--- config.mk ---
export PLATFORM = sky130hd
export DESIGN_NAME = alu_seq
export DESIGN_NICKNAME = d
export VERILOG_FILES = /design/src/rtl/alu_seq.sv
export SDC_FILE = /design/constraint.sdc
export NUM_CORES = 1
export LEC_CHECK = 0
export CAP_MARGIN = 20
export CORE_ASPECT_RATIO = 2
export CORE_MARGIN = 10
export CORE_UTILIZATION = 50
export CTS_BUF_LIST = sky130_fd_sc_hd__clkbuf_8
export DETAILED_ROUTE_END_ITERATION = 8
export GPL_TIMING_DRIVEN = 0
export PLACE_DENSITY = 0.69
export SLEW_MARGIN = 5
export SYNTH_ARGS = -nofsm -noshare
export SYNTH_HDL_FRONTEND = slang
export SYNTH_SLANG_ARGS = --single-unit
--- constraint.sdc ---
create_clock -name clk -period 5.4 [get_ports clk]
set_clock_uncertainty 0.15 [all_clocks]
set_input_delay 0.54 -clock clk [delete_from_list [all_inputs] [get_ports clk]]
set_output_delay 0.54 -clock clk [all_outputs]
set_load 0.1 [all_outputs]
--- src/rtl/alu_seq.sv ---
// Registered WIDTH-bit ALU with a start/done handshake and a shift-add multiplier.
// Single-cycle ops take effect on the start edge; multiply takes WIDTH further edges.
module alu_seq #(
    parameter int WIDTH = 8
) (
    input  logic             clk,
    input  logic             reset,
    input  logic             start,
    input  logic [WIDTH-1:0] A,
    input  logic [WIDTH-1:0] B,
    input  logic [1:0]       Op,
    input  logic             L,
    input  logic             M,
    output logic [WIDTH-1:0] R,
    output logic [WIDTH-1:0] RH,
    output logic             z,
    output logic             c,
    output logic             v,
    output logic             s,
    output logic             busy,
    output logic             done
);

    // Handshake: start is accepted on any rising edge where busy is 0; done pulses
    // for exactly one cycle when R/RH/flags change, and is never high with busy.
    localparam int CW = $clog2(WIDTH);

    typedef enum logic {
        IDLE = 1'b0,
        MUL  = 1'b1
    } state_t;

    state_t               state;
    logic [WIDTH-1:0]     mcand;
    logic [2*WIDTH-1:0]   prod;
    logic [CW-1:0]        cnt;

    logic [WIDTH-1:0]     x_op;
    logic [WIDTH-1:0]     y_op;
    logic                 cin;
    logic [WIDTH:0]       sum;
    logic [WIDTH-1:0]     low_sum;
    logic                 carry_msb;
    logic [WIDTH-1:0]     logic_res;
    logic [WIDTH:0]       step_sum;
    logic [2*WIDTH-1:0]   prod_next;
    logic                 last_iter;

    always_comb begin
        x_op = A;
        y_op = B;
        cin  = 1'b0;
        case (Op)
            2'b00: begin x_op = A;           y_op = B;  cin = 1'b0; end
            2'b01: begin x_op = A;           y_op = ~B; cin = 1'b1; end
            2'b10: begin x_op = '0;          y_op = ~A; cin = 1'b1; end
            default: begin x_op = '0;        y_op = ~B; cin = 1'b1; end
        endcase
    end

    assign sum       = {1'b0, x_op} + {1'b0, y_op} + {{WIDTH{1'b0}}, cin};
    // A WIDTH-1 bit add of the low bits exposes the carry into the MSB for v.
    assign low_sum   = {1'b0, x_op[WIDTH-2:0]} + {1'b0, y_op[WIDTH-2:0]} + {{(WIDTH-1){1'b0}}, cin};
    assign carry_msb = low_sum[WIDTH-1];

    always_comb begin
        logic_res = A & B;
        case (Op)
            2'b00:   logic_res = A & B;
            2'b01:   logic_res = A | B;
            2'b10:   logic_res = A ^ B;
            default: logic_res = ~A;
        endcase
    end

    // prod holds {accumulator, remaining multiplier bits}; each step adds then shifts right.
    assign step_sum  = {1'b0, prod[2*WIDTH-1:WIDTH]} + (prod[0] ? {1'b0, mcand} : {(WIDTH+1){1'b0}});
    assign prod_next = {step_sum, prod[WIDTH-1:1]};
    assign last_iter = (cnt == CW'(WIDTH - 1));

    always_ff @(posedge clk or posedge reset) begin
        if (reset) begin
            state <= IDLE;
            mcand <= '0;
            prod  <= '0;
            cnt   <= '0;
            R     <= '0;
            RH    <= '0;
            z     <= 1'b0;
            c     <= 1'b0;
            v     <= 1'b0;
            s     <= 1'b0;
            busy  <= 1'b0;
            done  <= 1'b0;
        end else begin
            done <= 1'b0;
            case (state)
                IDLE: begin
                    if (start) begin
                        if (M) begin
                            mcand <= A;
                            prod  <= {{WIDTH{1'b0}}, B};
                            cnt   <= '0;
                            busy  <= 1'b1;
                            state <= MUL;
                        end else begin
                            done <= 1'b1;
                            RH   <= '0;
                            if (L) begin
                                R <= logic_res;
                                z <= (logic_res == '0);
                                c <= 1'b0;
                                v <= 1'b0;
                                s <= logic_res[WIDTH-1];
                            end else begin
                                R <= sum[WIDTH-1:0];
                                z <= (sum[WIDTH-1:0] == '0);
                                c <= sum[WIDTH];
                                v <= carry_msb ^ sum[WIDTH];
                                s <= sum[WIDTH-1];
                            end
                        end
                    end
                end
                MUL: begin
                    prod <= prod_next;
                    cnt  <= cnt + 1'b1;
                    if (last_iter) begin
                        {RH, R} <= prod_next;
                        z       <= (prod_next == '0);
                        c       <= |prod_next[2*WIDTH-1:WIDTH];
                        v       <= 1'b0;
                        s       <= 1'b0;
                        done    <= 1'b1;
                        busy    <= 1'b0;
                        state   <= IDLE;
                    end
                end
                default: state <= IDLE;
            endcase
        end
    end

endmodule

; Word-level counts from Yosys, hierarchy flattened
; Index checks and enable logic that the tools add are counted.
[word_totals]
out_inout_bits = 22
mem_bits_ro = 0
latch_bits = 0
ram_bits = 0
input_bits = 23
reg_bits = 50
mem_count = 0
[op_classes]
n_eq_ne = 7
n_reduce_logical = 10
div_mod_pow = 0
shifts = 0
n_mux = 50
order_cmp = 0
addsub = 6
multipliers = 0
bitwise_logic = 7
[op_table]
columns = operator, n
row1 = 2-to-1 mux 8 bit, 9
row2 = one-hot mux 8 bit (2 select lines), 3
row3 = 2-to-1 mux 16 bit, 2
row4 = one-hot mux 16 bit (2 select lines), 1
row5 = 2-to-1 mux 1 bit, 24
row6 = one-hot mux 8 bit (3 select lines), 1
row7 = adder 8 x 8 -> 9 bit, 2
row8 = zero test 16 bit, 1
row9 = zero test 8 bit, 2
row10 = NOT 8 bit, 2
row11 = one-hot mux 1 bit (2 select lines), 7
row12 = adder 9 x 1 -> 9 bit, 1
row13 = AND reduction 3 bit, 3
row14 = adder 7 x 7 -> 8 bit, 1
row15 = adder 8 x 1 -> 8 bit, 1
row16 = AND 8 bit, 1
row17 = OR 8 bit, 1
row18 = OR reduction 8 bit, 1
row19 = XOR 8 bit, 1
row20 = 2-to-1 mux 3 bit, 2
row21 = "!= test 2 bit, second input constant", 3
row22 = one-hot mux 3 bit (2 select lines), 1
row23 = "adder 3 x 1 -> 3 bit, second input constant", 1
row24 = "equality test 3 bit, second input constant", 1
row25 = 8 further kinds, 8

; Depth between registers and ports, before layout
; Gate-level depths: netlist (run 1).
[logic_depth]
ltp_word = 10
depth_mapped = 14
ltp_nobuf = 13

; Worst setup path after synthesis (run 1)
; OpenSTA, ideal clock, no wires.
[synth_timing]
path_kind = input port to flip-flop
from = input port Op[1]
to = register v
required_ps = 5181
path_stages = 13
path_buffers = 3
slack_ps = 1784
t_arrival_ps = 3396
setup_ps = 69
cell_sequence = buf_6 > clkbuf_1 > clkbuf_1 > or2_2 > fa_1 > inv_1 > fa_1 > nand2b_1 > a21oi_1 > o311a_1 > o21a_1 > or4b_1 > nand3_1
[synth_via]
elab_chain_cells = 10
[synth_rtl]
columns = element, line_no
row1 = from (decl), 11  ; input logic [1:0] Op,
row2 = equality test 2 x 1 -> 1 bit or zero test 2 bit (tied branches), 53  ; case (Op)
row3 = OR reduction 2 bit (no line), n/a
row4 = 2-to-1 mux 8 bit, 53
row5 = adder 8 x 8 -> 9 bit or adder 7 x 7 -> 8 bit (tied branches), "61, 63"
row6 = adder 9 x 1 -> 9 bit or adder 8 x 1 -> 8 bit (tied branches), "61, 63"
row7 = XOR 1 bit (*), 119  ; v <= carry_msb ^ sum[WIDTH];
row8 = 2-to-1 mux 1 bit (*), 109  ; if (L) begin
row9 = 2-to-1 mux 1 bit (*), 100  ; if (M) begin
row10 = 2-to-1 mux 1 bit (*), 99  ; if (start) begin
row11 = one-hot mux 1 bit (2 select lines) (*), 97  ; case (state)
row12 = to (signal assigned), 119
row13 = to (decl), 18  ; output logic v,
; Every way passes the cells marked *; elsewhere a longest branch is shown, timed or not. The select of a mux whose other input is x is not followed.
; A chain may end at the register's enable or synchronous reset.

; Worst setup path after layout (run 1)
; Same ends and word-level chain as after synthesis.

==> impl_metrics.env, run 1 <==
export IMPL_status="finished, final reports clean"
export IMPL_clockBufferDepth=2
export IMPL_rows=43
export IMPL_synth_seq_cells=50
export IMPL_fmaxAchievable_ghz=0.260
export IMPL_cts_tree="done"
export IMPL_yosysTopAreaCell="dfrtp_1"
export IMPL_max_slew_margin=0.338
export IMPL_cts_repair_resized=0
export IMPL_wl_um=10300
export IMPL_synth_avg_cell_area_sq_um=8.94
export IMPL_crit_path_end_kind="flip-flop"
export IMPL_synthTopCellsByCount="dfrtp_1 (50), nand2_1 (44), nor2_1 (39)"
export IMPL_fin_cells=542
export IMPL_reg2reg_depth=9
export IMPL_place_gp_congestion=0.892
export IMPL_sw_frac_of_total=0.533
export IMPL_hold_viol=0
export IMPL_grt_pass1_vias=3386
export IMPL_grt_antenna_before_repair=0
export IMPL_critPathRequiredTime_ps=5510
export IMPL_pwr_share_clk=0.128
export IMPL_layout_setup_ws_ps=1560
export IMPL_synth_top_area_frac=0.349
export IMPL_drive_gt1_frac=0.0575
export IMPL_dr_total_vias=3214
export IMPL_synth_yosys_seq_area_share=0.349
export IMPL_layout_nets=510
export IMPL_power_switching_mw=1.37
export IMPL_area_growth_syn_to_layout_pct=19.4
export IMPL_max_cap_violations=0
export IMPL_power_density_nw_per_um2=601
export IMPL_fp_dieW_um=79.9
export IMPL_boundaryPins=45
export IMPL_synthCells=401
export IMPL_hold_worst_slack_ps=336
export IMPL_first_iter_violations=183
export IMPL_netlist_area_sq_um=3580
export IMPL_rsz0062_at_grt="false"
export IMPL_remaining_drc_errors=0
export IMPL_async_reset_ff_frac=1.00
export IMPL_synth_cell_types=50
export IMPL_p_int_mw=1.20
export IMPL_grt_pass1_wl_um=16600
export IMPL_grt_max_degree=36
export IMPL_seq_power_share=0.258
export IMPL_drtPass1Iterations=4
export IMPL_cts_buffers=5
export IMPL_track_usage=0.190
export IMPL_slew_viol_final=0
export IMPL_worst_pin_slew_ps=990
export IMPL_vias_per_cell=5.93
export IMPL_core_area_sq_um=6940
export IMPL_insertedDiodeCount=0
export IMPL_min_period_ps=3840
export IMPL_fillers=624
export IMPL_post_cts_buffers=0
export IMPL_holdBufCountCts=0
export IMPL_clock_sinks=50
export IMPL_holdPathStages=1
export IMPL_pre_cts_ws_ps=1270
export IMPL_crit_path_max_fanout=10
export IMPL_ys_top_cells_by_area="dfrtp_1 (35%), ha_1 (12%), nand2_1 (4.6%), mux2i_1 (4.2%), nor2_1 (4.1%)"
export IMPL_finalCritPeriodShare=0.712
export IMPL_setup_violations=0
export IMPL_clk_pin_slew_ps=100
export IMPL_comb_power_share=0.614
export IMPL_wl_per_cell_um=18.9
export IMPL_worstSetupStartpointType="input pin"
export IMPL_ys_flop_type="dfrtp_1"
export IMPL_design_die_area_sq_um=11200
export IMPL_p_leak_nw=2.06
export IMPL_hpwlAfterDp_um=8340
export IMPL_grt_overflow_total=0
export IMPL_hp_class="reg -> reg"
export IMPL_cts_root_buf="clkbuf_8"
export IMPL_dp_cells=534
export IMPL_cts_max_level=2
export IMPL_portBuffers=42
export IMPL_synth_edf_count=0
export IMPL_dieHeight_um=140
export IMPL_initial_core_util=0.516
export IMPL_insertion_delay_ps=320
export IMPL_critical_path_class="in -> reg"
export IMPL_yosys_warnings=0
export IMPL_max_vdd_ir_drop_mv=0.208
export IMPL_fin_setup_tns_ps=0
export IMPL_synth_most_common_cell="dfrtp_1"
export IMPL_synth_nets=460
export IMPL_worstPathArrival_ps=3960
export IMPL_antenna_left=0
-- flip-flops by register name (all words and copies together) (netlist names) --
name and flops:
prod 16, state 1, busy 1, z 1, v 1, cnt 3
R 8, mcand 8, RH 8, done 1, s 1, c 1
-- path summary, 6_finish.rpt --
kind / start / end / slack (ps)
worst max-delay path: Op[1] / v / 1560
worst max register to register: prod[0] / z / 2460
max in group asynchronous: reset / prod[15] / 4230
min in group asynchronous: reset / s / 350
worst min register to register: cnt[0] / cnt[0] / 340
worst min-delay path: cnt[0] / cnt[0] / 340
-- critical path, cell delays in order --
cell	delay, ps
buf_6	140
clkbuf_1	560
clkbuf_1	440
nor2_1	120
fa_1	450
inv_1	90
fa_1	190
nand2b_1	150
a21oi_1	100
o311a_1	320
o21a_1	210
or4b_1	540
nand3_1	100
-- through the flow --
stage	cell area (sq um)	power, mW	util
detailed placement	4140	2.24	0.596
global placement	4120	2.21	0.593
global route	4280	2.72	0.617
CTS	4280	2.57	0.617
finish	4280	2.57	0.617
floorplan	3580	1.79	-
-- final cells by class --
cell class              instances  area [sq um]  area share
well taps                      90           113      0.0263
inverters                      40           150      0.0351
plain buffers                  16          76.3      0.0178
clock inverters                 2          60.1      0.0140
repair buffers                 43           440       0.103
clock buffers                   6          82.6      0.0193
flip-flops and latches         50          1250       0.292
multi-input cells             295          2110       0.492
-- metal layers --
metal | global-route usage | up-vias | routed length (um)
met5 | 0 | - | 0
met2 | 0.341 | 107 | 5660
li1 | - | 1508 | -
met1 | 0.173 | 1560 | 3440
met3 | 0.0323 | 39 | 454
met4 | 0.169 | 0 | 711
-- power groups by stage --
stage               registers, mW  clock network (mW)  logic (mW)
CTS                         0.662               0.329        1.58
floorplan                    1.16                   0       0.631
global placement            0.660                   0        1.55
finish                      0.663               0.330        1.58
detailed placement          0.669                   0        1.57
global route                0.682               0.346        1.69
-- kinds of logic (layout without fill, tap and decap cells) --
logic type,count (synthesis),in the layout,share of synthesized area
compound gates,100,100,0.180
xor+xnor,7,7,0.0171
fa+ha+maj,36,36,0.132
buf+inv,56,107,0.0632
flops,50,50,0.349
mux,23,23,0.0942
simple gates,129,129,0.164
-- layout by cell type, fill, tap and decap left out, drive strengths merged, types with 5 or more instances in the layout --
master,n
nand3,10
o31ai,5
a22o,6
inv,40
a21oi,21
mux2i,15
a211oi,8
o21ai,32
nor4,5
buf,6
ha,33
and2,9
clkdlybuf4s50,42
dfrtp,50
o211ai,8
nor2,39
nand2,44
xor2,5
mux4,8
or3,5
clkbuf,17
(Power assumes the default switching activity.)
==> inputs of run 2 (changes only) <==
==> constraint.sdc (replaced) <==
create_clock -name clk -period 3.8 [get_ports clk]
set_clock_uncertainty 0.15 [all_clocks]
set_input_delay 0.38 -clock clk [delete_from_list [all_inputs] [get_ports clk]]
set_output_delay 0.38 -clock clk [all_outputs]
set_load 0.1 [all_outputs]
==> run 2 against run 1 <==
Against the previous run:
- final cell count down 0.18%
- sequential cell count unchanged
- hold slack worse by 140 ps
- non-clock buffer count down 1
- via count down 1.1%
- design area about the same
- clock power up 41%
- sequential share of layout area about the same
- utilization down 0.054 points
- largest cell class unchanged
==> impl_metrics.env, run 2 (same netlist as run 1, synthesis figures left out) <==
export IMPL_status="finished, final reports clean"
export IMPL_dieHeight_um=140
export IMPL_hold_viol=0
export IMPL_post_cts_buffers=0
export IMPL_antenna_left=0
export IMPL_cp_cell_sequence="buf_6 -> buf_2 -> buf_1 -> a21oi_1 -> fa_1 -> inv_1 -> fa_1 -> nand2b_1 -> a21oi_1 -> o311a_1 -> o21a_1 -> or4b_1 -> nand3_1"
export IMPL_mostFrequentLayoutCells="dfrtp_1 (50), nand2_1 (44), clkdlybuf4s50_1 (42)"
export IMPL_hp_class="in -> async"
export IMPL_grt_pass1_wl_um=16600
export IMPL_dr_total_vias=3180
export IMPL_wl_per_cell_um=18.7
export IMPL_clockBufferDepth=2
export IMPL_worstPathArrival_ps=3450
export IMPL_crit_path_end_kind="flip-flop"
export IMPL_portBuffers=42
export IMPL_cp_endpoint="v"
export IMPL_cts_tree="done"
export IMPL_fp_dieW_um=79.9
export IMPL_r2r_start="prod[0]"
export IMPL_power_mw=3.65
export IMPL_boundaryPins=45
export IMPL_grt_overflow_total=0
export IMPL_place_gp_congestion=0.892
export IMPL_cpMaxStageDelayCell="or4b_1"
export IMPL_dp_cells=534
export IMPL_worstSetupStartpointType="input pin"
export IMPL_crit_path_max_fanout=10
export IMPL_track_usage=0.190
export IMPL_rows=43
export IMPL_drtPass1Iterations=4
export IMPL_path_depth=13
export IMPL_cts_buffers=5
export IMPL_fillers=623
export IMPL_critical_path_class="in -> reg"
export IMPL_finalCritPeriodShare=0.880
export IMPL_clk_pin_slew_ps=90
export IMPL_r2r_end="z"
export IMPL_max_cap_violations=0
export IMPL_layout_commonest_cell="dfrtp_1"
export IMPL_p_leak_nw=2.05
export IMPL_grt_max_degree=36
export IMPL_power_density_nw_per_um2=853
export IMPL_vias_per_cell=5.88
export IMPL_rrSetupSlack_ps=880
export IMPL_rsz0062_at_grt="false"
export IMPL_initial_core_util=0.516
export IMPL_hpwlAfterDp_um=8340
export IMPL_cts_repair_resized=0
export IMPL_insertion_delay_ps=310
export IMPL_hold_worst_slack_ps=199
export IMPL_slew_viol_final=0
export IMPL_critPathBufInv=4
export IMPL_setup_violations=0
export IMPL_worstSetupStartpoint="Op[0]"
export IMPL_wl_um=10100
export IMPL_insertedDiodeCount=0
export IMPL_min_period_ps=3340
export IMPL_max_slew_margin=0.338
export IMPL_max_vdd_ir_drop_mv=0.293
export IMPL_grt_pass1_vias=3386
export IMPL_holdBufCountCts=0
export IMPL_reg2reg_depth=9
export IMPL_worst_pin_slew_ps=990
export IMPL_core_area_sq_um=6940
export IMPL_critPathRequiredTime_ps=3910
export IMPL_cts_max_level=2
export IMPL_fmaxAchievable_ghz=0.299
export IMPL_regArea_sq_um=1250
export IMPL_multiInputGateArea_sq_um=2110
export IMPL_design_die_area_sq_um=11200
export IMPL_fin_setup_tns_ps=0
export IMPL_area_growth_syn_to_layout_pct=19.3
export IMPL_max_stage_delay_ps=540
export IMPL_drive_gt1_frac=0.0576
export IMPL_grt_antenna_before_repair=0
export IMPL_critical_path_top_delay_family="buffers and inverters"
export IMPL_largest_reg_flops=16
export IMPL_cts_root_buf="clkbuf_8"
export IMPL_clock_sinks=50
export IMPL_fin_cells=541
export IMPL_first_iter_violations=160
export IMPL_remaining_drc_errors=0
export IMPL_largest_register="prod"
export IMPL_layout_nets=509
==> run 2: cell types whose count changed in the layout (fill, tap and decap cells not counted) <==
cell / before / now
clkbuf_1: 11 / 10
==> run 2: cell type report <==
type,count,area share
multi-input cells,295,0.493
well taps,90,0.0263
flip-flops and latches,50,0.293
repair buffers,43,0.103
clock buffers,6,0.0193
inverters,40,0.0351
clock inverters,2,0.0140
plain buffers,15,0.0170
==> run 2: per-layer routing <==
layer  vias to the layer above  GRT usage  routed length [um]
met2                        96      0.341                5510
met1                      1535      0.173                3430
met3                        40     0.0323                 404
met5                         -          0                   0
li1                       1509          -                   -
met4                         0      0.169                 747
==> run 2: worst min path at each step <==
stage | from | end
floorplan | mcand[0] | mcand[0]
global placement | mcand[6] | mcand[6]
detailed placement | mcand[0] | mcand[0]
CTS | reset | s
global route | reset | s
finish | reset | s
==> run 2: report_power, final <==
part | switching (mW) | total (mW) | internal [mW]
registers | 0.161 | 0.942 | 0.780
logic | 1.60 | 2.24 | 0.646
clock network | 0.184 | 0.465 | 0.281
total | 1.94 | 3.65 | 1.71
==> run 2: stage by stage <==
| step | util | area, sq um | setup slack, ps |
|---|---|---|---|
| floorplan | - | 3580 | 344 |
| global placement | 0.593 | 4120 | -120 |
| detailed placement | 0.596 | 4140 | -174 |
| CTS | 0.617 | 4280 | 149 |
| global route | 0.616 | 4280 | 270 |
| finish | 0.616 | 4280 | 457 |
